### config.mk
export PLATFORM = sky130hd
export DESIGN_NAME = bus_arbiter_flat
export DESIGN_NICKNAME = d
export VERILOG_FILES = /design/src/rtl/bus_pkg.sv /design/src/rtl/bus_if.sv /design/src/rtl/rr_arb2.sv /design/src/rtl/bus_arbiter.sv /design/src/flat_wrapper.sv
export SDC_FILE = /design/constraint.sdc
export NUM_CORES = 1
export LEC_CHECK = 0
export ABC_CLOCK_PERIOD_IN_PS = 2740
export CAP_MARGIN = 20
export CORE_AREA = 4 4 128 130
export CTS_BUF_LIST = sky130_fd_sc_hd__clkbuf_8 sky130_fd_sc_hd__clkbuf_16
export DETAILED_ROUTE_END_ITERATION = 8
export DIE_AREA = 0 0 132 134
export GPL_ROUTABILITY_DRIVEN = 0
export PLACE_DENSITY_LB_ADDON = 0.08
export SYNTH_ARGS = -nofsm -noshare
export SYNTH_HDL_FRONTEND = slang
export SYNTH_HIERARCHICAL = 1
export SYNTH_SLANG_ARGS = --single-unit
### constraint.sdc
create_clock -name clk_i -period 2.74 [get_ports clk_i]
set_input_delay 0.685 -clock clk_i [delete_from_list [all_inputs] [get_ports clk_i]]
set_output_delay 0.685 -clock clk_i [all_outputs]
set_load 0.05 [all_outputs]
### src/rtl/bus_pkg.sv
// rtl/bus_pkg.sv - shared widths, transfer constants and FSM encoding for the two-master bus arbiter
package bus_pkg;

    localparam int REQ_LEN_W = 3;
    localparam int MASK_W    = 4;
    localparam int ADDR_W    = 32;
    localparam int DATA_W    = 32;

    localparam logic [2:0] SIZ_WORD = 3'd2;

    typedef enum logic {
        TT_READ  = 1'b0,
        TT_WRITE = 1'b1
    } tt_e;

    typedef enum logic [1:0] {
        IDLE = 2'd0,
        REQ  = 2'd1,
        DATA = 2'd2
    } state_e;

    // Zero-length requests still move one beat; oversize ones are cut to the legal maximum.
    function automatic logic [REQ_LEN_W-1:0] burst_beats(input logic [REQ_LEN_W-1:0] len,
                                                         input logic [REQ_LEN_W-1:0] max_len);
        if (len == '0)
            return REQ_LEN_W'(1);
        else if (len > max_len)
            return max_len;
        else
            return len;
    endfunction

endpackage

### src/rtl/bus_if.sv
// rtl/bus_if.sv - request/write/read handshake bundle shared by masters and the downstream port
interface bus_if;
    import bus_pkg::*;

    logic                 req_valid;
    logic                 req_ready;
    logic [REQ_LEN_W-1:0] req_len;
    logic [MASK_W-1:0]    req_mask;
    logic [ADDR_W-1:0]    req_addr;
    logic                 req_we;
    logic                 write_valid;
    logic [DATA_W-1:0]    write_data;
    logic                 read_valid;
    logic [DATA_W-1:0]    read_data;
    logic                 read_ack;

    modport master (
        output req_valid, req_len, req_mask, req_addr, req_we,
        output write_valid, write_data, read_ack,
        input  req_ready, read_valid, read_data
    );

    modport slave (
        input  req_valid, req_len, req_mask, req_addr, req_we,
        input  write_valid, write_data, read_ack,
        output req_ready, read_valid, read_data
    );

endinterface

### src/rtl/rr_arb2.sv
// rtl/rr_arb2.sv - two-input grant picker with last-grant pointer and optional fixed M0 priority
module rr_arb2 #(
    parameter bit PRIO_FIXED = 1'b0
) (
    input  logic       clk_i,
    input  logic       rst_ni,
    input  logic [1:0] req,
    input  logic       done,
    input  logic       last_m0,
    output logic [1:0] pick
);

    logic m1_first;

    // Pointer moves only when a burst retires, so a waiting master is served next.
    always_ff @(posedge clk_i) begin
        if (!rst_ni)
            m1_first <= 1'b0;
        else if (done)
            m1_first <= last_m0;
    end

    always_comb begin
        pick = req;
        if (req == 2'b11)
            pick = (PRIO_FIXED || !m1_first) ? 2'b01 : 2'b10;
    end

endmodule

### src/rtl/bus_arbiter.sv
// rtl/bus_arbiter.sv - shares one downstream request port between two bus masters, burst-atomic grants
module bus_arbiter
    import bus_pkg::*;
#(
    parameter bit PRIO_FIXED = 1'b0,
    parameter int MAX_LEN    = 4
) (
    input  logic       clk_i,
    input  logic       rst_ni,
    bus_if.slave       m0,
    bus_if.slave       m1,
    bus_if.master      s,
    output logic [1:0] gnt,
    output logic       busy
);

    localparam logic [REQ_LEN_W-1:0] MAX_BEATS = REQ_LEN_W'(MAX_LEN);

    state_e               state, state_n;
    logic [1:0]           gnt_n;
    logic [REQ_LEN_W-1:0] beats, beats_n;
    logic                 we_q, we_n;
    logic [1:0]           pick;
    logic                 hs, beat, done, in_data;
    logic                 sel_wv, sel_ack;
    logic [DATA_W-1:0]    sel_wdata;

    rr_arb2 #(.PRIO_FIXED(PRIO_FIXED)) u_arb (
        .clk_i   (clk_i),
        .rst_ni  (rst_ni),
        .req     ({m1.req_valid, m0.req_valid}),
        .done    (done),
        .last_m0 (gnt[0]),
        .pick    (pick)
    );

    always_comb begin
        s.req_valid = 1'b0;
        s.req_len   = '0;
        s.req_mask  = '0;
        s.req_addr  = '0;
        s.req_we    = 1'b0;
        sel_wv      = 1'b0;
        sel_wdata   = '0;
        sel_ack     = 1'b0;
        if (gnt[0]) begin
            s.req_valid = m0.req_valid;
            s.req_len   = m0.req_len;
            s.req_mask  = m0.req_mask;
            s.req_addr  = m0.req_addr;
            s.req_we    = m0.req_we;
            sel_wv      = m0.write_valid;
            sel_wdata   = m0.write_data;
            sel_ack     = m0.read_ack;
        end else if (gnt[1]) begin
            s.req_valid = m1.req_valid;
            s.req_len   = m1.req_len;
            s.req_mask  = m1.req_mask;
            s.req_addr  = m1.req_addr;
            s.req_we    = m1.req_we;
            sel_wv      = m1.write_valid;
            sel_wdata   = m1.write_data;
            sel_ack     = m1.read_ack;
        end
        if (state != REQ)
            s.req_valid = 1'b0;
    end

    assign hs           = (state == REQ) & s.req_valid & s.req_ready;
    assign m0.req_ready = hs & gnt[0];
    assign m1.req_ready = hs & gnt[1];

    // Beat strobes only count while a burst is open, so the counter cannot underflow.
    assign in_data       = (state == DATA);
    assign s.write_valid = in_data & we_q & sel_wv;
    assign s.write_data  = (in_data & we_q) ? sel_wdata : '0;
    assign s.read_ack    = in_data & ~we_q & sel_ack;
    assign m0.read_valid = in_data & ~we_q & gnt[0] & s.read_valid;
    assign m1.read_valid = in_data & ~we_q & gnt[1] & s.read_valid;
    assign m0.read_data  = gnt[0] ? s.read_data : '0;
    assign m1.read_data  = gnt[1] ? s.read_data : '0;

    assign beat = s.write_valid | s.read_ack;
    assign done = beat & (beats == REQ_LEN_W'(1));
    assign busy = (state != IDLE);

    always_ff @(posedge clk_i) begin
        if (!rst_ni) begin
            state <= IDLE;
            gnt   <= 2'b00;
            beats <= '0;
            we_q  <= 1'b0;
        end else begin
            state <= state_n;
            gnt   <= gnt_n;
            beats <= beats_n;
            we_q  <= we_n;
        end
    end

    always_comb begin
        state_n = state;
        gnt_n   = gnt;
        beats_n = beats;
        we_n    = we_q;
        case (state)
            IDLE: begin
                if (pick != 2'b00) begin
                    gnt_n   = pick;
                    state_n = REQ;
                end
            end
            REQ: begin
                if (hs) begin
                    beats_n = burst_beats(s.req_len, MAX_BEATS);
                    we_n    = s.req_we;
                    state_n = DATA;
                end
            end
            DATA: begin
                if (beat) begin
                    if (done) begin
                        state_n = IDLE;
                        gnt_n   = 2'b00;
                        beats_n = '0;
                    end else begin
                        beats_n = beats - REQ_LEN_W'(1);
                    end
                end
            end
            default: state_n = IDLE;
        endcase
    end

endmodule

### src/flat_wrapper.sv
// flat-port wrapper written by rule: the top's interface ports become plain ports
module bus_arbiter_flat import bus_pkg::*;
#(
    parameter bit PRIO_FIXED = 1'b0,
    parameter int MAX_LEN    = 4
)
  (clk_i, rst_ni, gnt, busy, m0_req_valid, m0_req_len, m0_req_mask, m0_req_addr, m0_req_we, m0_write_valid, m0_write_data, m0_read_ack, m0_req_ready, m0_read_valid, m0_read_data, m1_req_valid, m1_req_len, m1_req_mask, m1_req_addr, m1_req_we, m1_write_valid, m1_write_data, m1_read_ack, m1_req_ready, m1_read_valid, m1_read_data, s_req_valid, s_req_len, s_req_mask, s_req_addr, s_req_we, s_write_valid, s_write_data, s_read_ack, s_req_ready, s_read_valid, s_read_data);
  bus_if m0_i ();
  bus_if m1_i ();
  bus_if s_i ();
  input  logic clk_i;
  input  logic rst_ni;
  output logic [1:0] gnt;
  output logic busy;
  input wire logic [$bits(m0_i.req_valid)-1:0] m0_req_valid;
  input wire logic [$bits(m0_i.req_len)-1:0] m0_req_len;
  input wire logic [$bits(m0_i.req_mask)-1:0] m0_req_mask;
  input wire logic [$bits(m0_i.req_addr)-1:0] m0_req_addr;
  input wire logic [$bits(m0_i.req_we)-1:0] m0_req_we;
  input wire logic [$bits(m0_i.write_valid)-1:0] m0_write_valid;
  input wire logic [$bits(m0_i.write_data)-1:0] m0_write_data;
  input wire logic [$bits(m0_i.read_ack)-1:0] m0_read_ack;
  output wire logic [$bits(m0_i.req_ready)-1:0] m0_req_ready;
  output wire logic [$bits(m0_i.read_valid)-1:0] m0_read_valid;
  output wire logic [$bits(m0_i.read_data)-1:0] m0_read_data;
  input wire logic [$bits(m1_i.req_valid)-1:0] m1_req_valid;
  input wire logic [$bits(m1_i.req_len)-1:0] m1_req_len;
  input wire logic [$bits(m1_i.req_mask)-1:0] m1_req_mask;
  input wire logic [$bits(m1_i.req_addr)-1:0] m1_req_addr;
  input wire logic [$bits(m1_i.req_we)-1:0] m1_req_we;
  input wire logic [$bits(m1_i.write_valid)-1:0] m1_write_valid;
  input wire logic [$bits(m1_i.write_data)-1:0] m1_write_data;
  input wire logic [$bits(m1_i.read_ack)-1:0] m1_read_ack;
  output wire logic [$bits(m1_i.req_ready)-1:0] m1_req_ready;
  output wire logic [$bits(m1_i.read_valid)-1:0] m1_read_valid;
  output wire logic [$bits(m1_i.read_data)-1:0] m1_read_data;
  output wire logic [$bits(s_i.req_valid)-1:0] s_req_valid;
  output wire logic [$bits(s_i.req_len)-1:0] s_req_len;
  output wire logic [$bits(s_i.req_mask)-1:0] s_req_mask;
  output wire logic [$bits(s_i.req_addr)-1:0] s_req_addr;
  output wire logic [$bits(s_i.req_we)-1:0] s_req_we;
  output wire logic [$bits(s_i.write_valid)-1:0] s_write_valid;
  output wire logic [$bits(s_i.write_data)-1:0] s_write_data;
  output wire logic [$bits(s_i.read_ack)-1:0] s_read_ack;
  input wire logic [$bits(s_i.req_ready)-1:0] s_req_ready;
  input wire logic [$bits(s_i.read_valid)-1:0] s_read_valid;
  input wire logic [$bits(s_i.read_data)-1:0] s_read_data;
  assign m0_i.req_valid = m0_req_valid;
  assign m0_i.req_len = m0_req_len;
  assign m0_i.req_mask = m0_req_mask;
  assign m0_i.req_addr = m0_req_addr;
  assign m0_i.req_we = m0_req_we;
  assign m0_i.write_valid = m0_write_valid;
  assign m0_i.write_data = m0_write_data;
  assign m0_i.read_ack = m0_read_ack;
  assign m0_req_ready = m0_i.req_ready;
  assign m0_read_valid = m0_i.read_valid;
  assign m0_read_data = m0_i.read_data;
  assign m1_i.req_valid = m1_req_valid;
  assign m1_i.req_len = m1_req_len;
  assign m1_i.req_mask = m1_req_mask;
  assign m1_i.req_addr = m1_req_addr;
  assign m1_i.req_we = m1_req_we;
  assign m1_i.write_valid = m1_write_valid;
  assign m1_i.write_data = m1_write_data;
  assign m1_i.read_ack = m1_read_ack;
  assign m1_req_ready = m1_i.req_ready;
  assign m1_read_valid = m1_i.read_valid;
  assign m1_read_data = m1_i.read_data;
  assign s_req_valid = s_i.req_valid;
  assign s_req_len = s_i.req_len;
  assign s_req_mask = s_i.req_mask;
  assign s_req_addr = s_i.req_addr;
  assign s_req_we = s_i.req_we;
  assign s_write_valid = s_i.write_valid;
  assign s_write_data = s_i.write_data;
  assign s_read_ack = s_i.read_ack;
  assign s_i.req_ready = s_req_ready;
  assign s_i.read_valid = s_read_valid;
  assign s_i.read_data = s_read_data;
  bus_arbiter #(.PRIO_FIXED(PRIO_FIXED), .MAX_LEN(MAX_LEN)) u_core (.clk_i(clk_i), .rst_ni(rst_ni), .m0(m0_i), .m1(m1_i), .s(s_i), .gnt(gnt), .busy(busy));
endmodule
==> out/metrics.sh, run 1 <==
STD_CELL_ROWS=45
POWER_LEAKAGE_nW=2.668
POWER.DENSITY_mW_PER_MM2=245.8
SYNTH.NET_COUNT=465
CRITICAL-PATH-SLOWEST-CELL='sky130_fd_sc_hd__clkdlybuf4s50_1'
OVERFLOW=0
DIE-AREA_SQ_MM=0.01769
FIRST_GLOBAL_VIAS=3399
WIRE_PER_INST_MICRONS=20.35
SYNTHESIS.AREA_SQ_MM=0.001897
INSERTEDDIODECOUNT=0
HOLDWS_NS=0.4596
SETUP.REG_TO_REG.WORST_SLACK_NS=0.83
NUMBER_OF_CELLS_PRODUCED_BY_SYNTHESIS=277
CP.BUFFERS_INVERTERS=2
FIN_CRIT_NS=2.629
GRT_FIRST_PASS_WIRELENGTH_MICRONS=22960
DP_SLACK_NS=-0.004463
TIGHTEST_SLEW_NS=0.5458
PIN_COUNT_OF_THE_BIGGEST_NET_ENTERING_GLOBAL_ROUTING=101
REPORT.FINAL.SETUP_VIOL=0
HPWLAFTERDP_MICRONS=13380
WORSTPATHCELLLIST='clkdlybuf4s50_1 -> nand2_1 -> a211oi_4 -> and2_4 -> buf_12'
GLOBALROUTETOTALUTIL_PCT=16.78
CLOCK-ROOT-BUFFER='sky130_fd_sc_hd__clkbuf_16'
CTS-BUFFERS-INSERTED=3
STATUS='finished clean'
AREA_ADDED_BETWEEN_SYNTHESIS_AND_FINISH_PCT=270.4
VIAS_PER_CELL=4.269
SETUP_SLACK_NS=0.1106
DIE_WIDTH_MICRONS=132
FINAL_CELL_MIX='sky130_fd_sc_hd__clkdlybuf4s50_1 (185), sky130_fd_sc_hd__buf_12 (146), sky130_fd_sc_hd__and2_1 (65), sky130_fd_sc_hd__a22o_1 (39)'
TIMING.HOLD.WORST.START='u_core/beats[1]$_SDFFE_PN0P_'
POSTCTSHOLDBUFS=0
DRIVE_GT1_SHARE_PCT=33.56
WORST_SETUP_PATH_START_KIND='primary input'
MAX-CAP-VIOLATIONS=0
DIE_HEIGHT_MICRONS=134
CTS_BUFFER_DEPTH=2
SYNTH_TOP_CELLS_BY_AREA='sky130_fd_sc_hd__and2_1 (22%), sky130_fd_sc_hd__a22o_1 (18%), sky130_fd_sc_hd__a22oi_1 (13%), sky130_fd_sc_hd__dfxtp_1 (9.5%), sky130_fd_sc_hd__nor2_1 (6.9%)'
WORSTSETUPPATHDEPTH=5
TIMING.SLEW.HEADROOM_PCT=63.62
POST-ROUTE-CELL-AREA_SQ_MM=0.007027
DETAILEDROUTE.FIRSTITERATIONVIOLATIONS=96
POSTSYNTHREGISTERBITS=9
FP.COREAREA_SQ_MM=0.01515
FINISH.NET_COUNT=779
PLACE_AREA_SQ_MM=0.006940
FINALPOWER_mW=1.727
REMAINING_ROUTING_DRC_VIOLATIONS=0
FIN_CRIT_SH_PCT=95.96
CLK-INSERTION-DELAY-LATE_NS=0.24
R2R-END='u_core/u_arb/m1_first$_SDFFE_PN0P_'
CRIT_TYPE='primary input to output pin'
POSTLAYOUTCOREUTIL_PCT=46.39
CLKTRANSATPATHREGS_NS=0.04
CRITICAL_PATH.ENDPOINT='m1_req_ready'
R2R-START='u_core/gnt[1]$_SDFFE_PN0P_'
TIMING.CLOCK.SKEW_NS=0.004072
VDD_DROP_MAX_V=0.0001444
DRTANTENNAVIOLNETS=0
SYNTHDISTINCTLIBCELLS=36
CTS_HTREE_LEVELS=1
INITIAL_CORE_UTIL_PCT=12.52
SYNTHESIS.YOSYS.WARNINGS=6
FMAXACHIEVABLE_GHz=0.3803
WORSTSETUPSTARTPOINT='m0_req_valid'
WORSTPATHARRIVAL_NS=1.94
RSZ_0062_RAISED_AFTER_GLOBAL_ROUTING='false'
TOP_LEVEL_PORTS=332
FINAL_MAX_SLEW_VIOL_COUNT=0
SYNTH_LARGEST_TYPE_AREA_FRACTION_PCT=22.10
NUMBER_OF_SINKS_ON_THE_CLOCK_NET=9
DETAIL_ROUTE.FIRST_PASS.ITERATIONS=4
FILL_CELLS=1438
LAYOUT.CELLS.MOST_COMMON='sky130_fd_sc_hd__clkdlybuf4s50_1'
ROUTED-VIA-COUNT=3321
AVGSYNTHCELLAREA_SQ_UM=6.848
TIMING.CRITICAL_PATH.MAX_DELAY_FAMILY='buffers and inverters'
WORST-PATH-MAX-FANOUT=3
RR_WORST_DEPTH=7
ANTENNA_FOUND_INITIAL=0
TRITONCTS='built'
MIN-DELAY-PATH-CLASS='register to register'
SYNTH_SEQ_AREA_SHARE_PCT=9.499
CP.REQUIRED_NS=2.06
TIMING_HOLD_VIOLATIONS_FINAL=0
WIRELENGTH_MICRONS=15830
WORST_PATH_LARGEST_CELL_DELAY_NS=0.49
COUNT_OF_BUFFERS_INSERTED_AT_THE_TOP_LEVEL_PORTS=331
SYNTHDOMINANTAREACELLTYPE='sky130_fd_sc_hd__and2_1'
ENDPOINT_KIND='output pin'
## repair_timing
action	in CTS	in global routing
resized for setup	0	3
setup endpoints to repair	2	2
pin swaps	1	1
buffers inserted	0	0
endpoints found under the hold margin	0	0
## stage by stage
stage,std cells,setup TNS [ns]
2_1_floorplan,277,-0.03480
6_report,778,0
4_1_cts,778,0
5_1_grt,778,0
3_3_place_gp,774,0
3_5_place_dp,774,-0.005107
## flip-flops by register name, indices dropped and copies added, names as in the netlist
signal                 cells
u_core/state               2
u_core/we_q                1
u_core/u_arb/m1_first      1
u_core/beats               3
u_core/gnt                 2
## layer usage
| metal | wire length [microns] | vias to the layer above | track usage [%] |
|---|---|---|---|
| met1 | 5677 | 1534 | 18.27 |
| met5 | 0 | - | 0 |
| met4 | 297 | 0 | 3.734 |
| met3 | 916 | 15 | 3.188 |
| li1 | - | 1630 | - |
| met2 | 8938 | 142 | 33.32 |
## worst min path at each step
stage                              endpoint  slack, ns  cells past startpoint
6_report       u_core/beats[1]$_SDFFE_PN0P_       0.46                      2
5_1_grt        u_core/beats[1]$_SDFFE_PN0P_       0.49                      2
4_1_cts        u_core/beats[1]$_SDFFE_PN0P_       0.46                      2
3_5_place_dp   u_core/beats[1]$_SDFFE_PN0P_       0.46                      2
3_3_place_gp   u_core/beats[1]$_SDFFE_PN0P_       0.45                      2
2_1_floorplan  u_core/beats[1]$_SDFFE_PN0P_       0.43                      2
## where the power goes
group          total (mW)  internal [mW]  switching (mW)
Sequential          0.150          0.137          0.0132
Combinational        1.32          0.687           0.628
Clock               0.262          0.191          0.0708
Total                1.73           1.02           0.712
## kinds of logic (layout without fill, tap and decap cells)
logic type               count (synthesis)  after routing  share of synthesized area, %
multiplexers                             3              3                         1.583
AND/OR/NAND/NOR                        129            129                         37.53
flip-flops                               9              9                         9.499
XOR/XNOR                                 1              1                        0.4618
buffers and inverters                   36            349                         7.718
adder cells (fa/ha/maj)                  2              2                         1.319
AO/OA/AOI/OAI                           97             97                         41.89
## worst reg2reg max path: cells and delay by family (launching register included)
family / cells / cell delay [ns]
compound gates: 1 / 0.43
flops: 1 / 0.32
mux: 1 / 0.18
buf+inv: 2 / 0.47
simple gates: 3 / 0.41
## cell type report
class	instances	area [sq um]	area share [%]
sequential	9	183.9	2.618
multi-input combinational	232	1670	23.77
inverter	7	26.28	0.3739
timing repair buffer	338	4832	68.77
clock inverter	1	3.754	0.05342
tap	188	235.2	3.348
clock buffer	3	75.07	1.068
## cells in the mapped netlist, drive strengths merged
library cell and instances:
and2 67, nor4 1, nand2 10, and3 2, o32ai 2, a211oi 5, xnor2 1, dfxtp 9
a21o 1, a41o 1, ha 2, o32a 1, inv 7, o211ai 1, o21ai 1, nand2b 4
mux2i 3, a22o 39, nor3 1, nand3b 3, a32oi 1, a22oi 32, a21oi 7, nor3b 2
a221o 1, clkbuf 20, nor2b 4, a21boi 2, buf 9, nor2 35, o21a 3
Note: power is estimated with default switching activity, not from simulation.
==> run 2, diff against run 1 <==
--- a/config.mk
+++ b/config.mk
@@ -11,7 +11,6 @@
 export CTS_BUF_LIST = sky130_fd_sc_hd__clkbuf_8 sky130_fd_sc_hd__clkbuf_16
 export DETAILED_ROUTE_END_ITERATION = 8
 export DIE_AREA = 0 0 132 134
-export GPL_ROUTABILITY_DRIVEN = 0
 export PLACE_DENSITY_LB_ADDON = 0.08
 export SYNTH_ARGS = -nofsm -noshare
 export SYNTH_HDL_FRONTEND = slang
==> results of run 2 <==
Same layout as run 1: the final DEF is identical, and so are final timing and power.
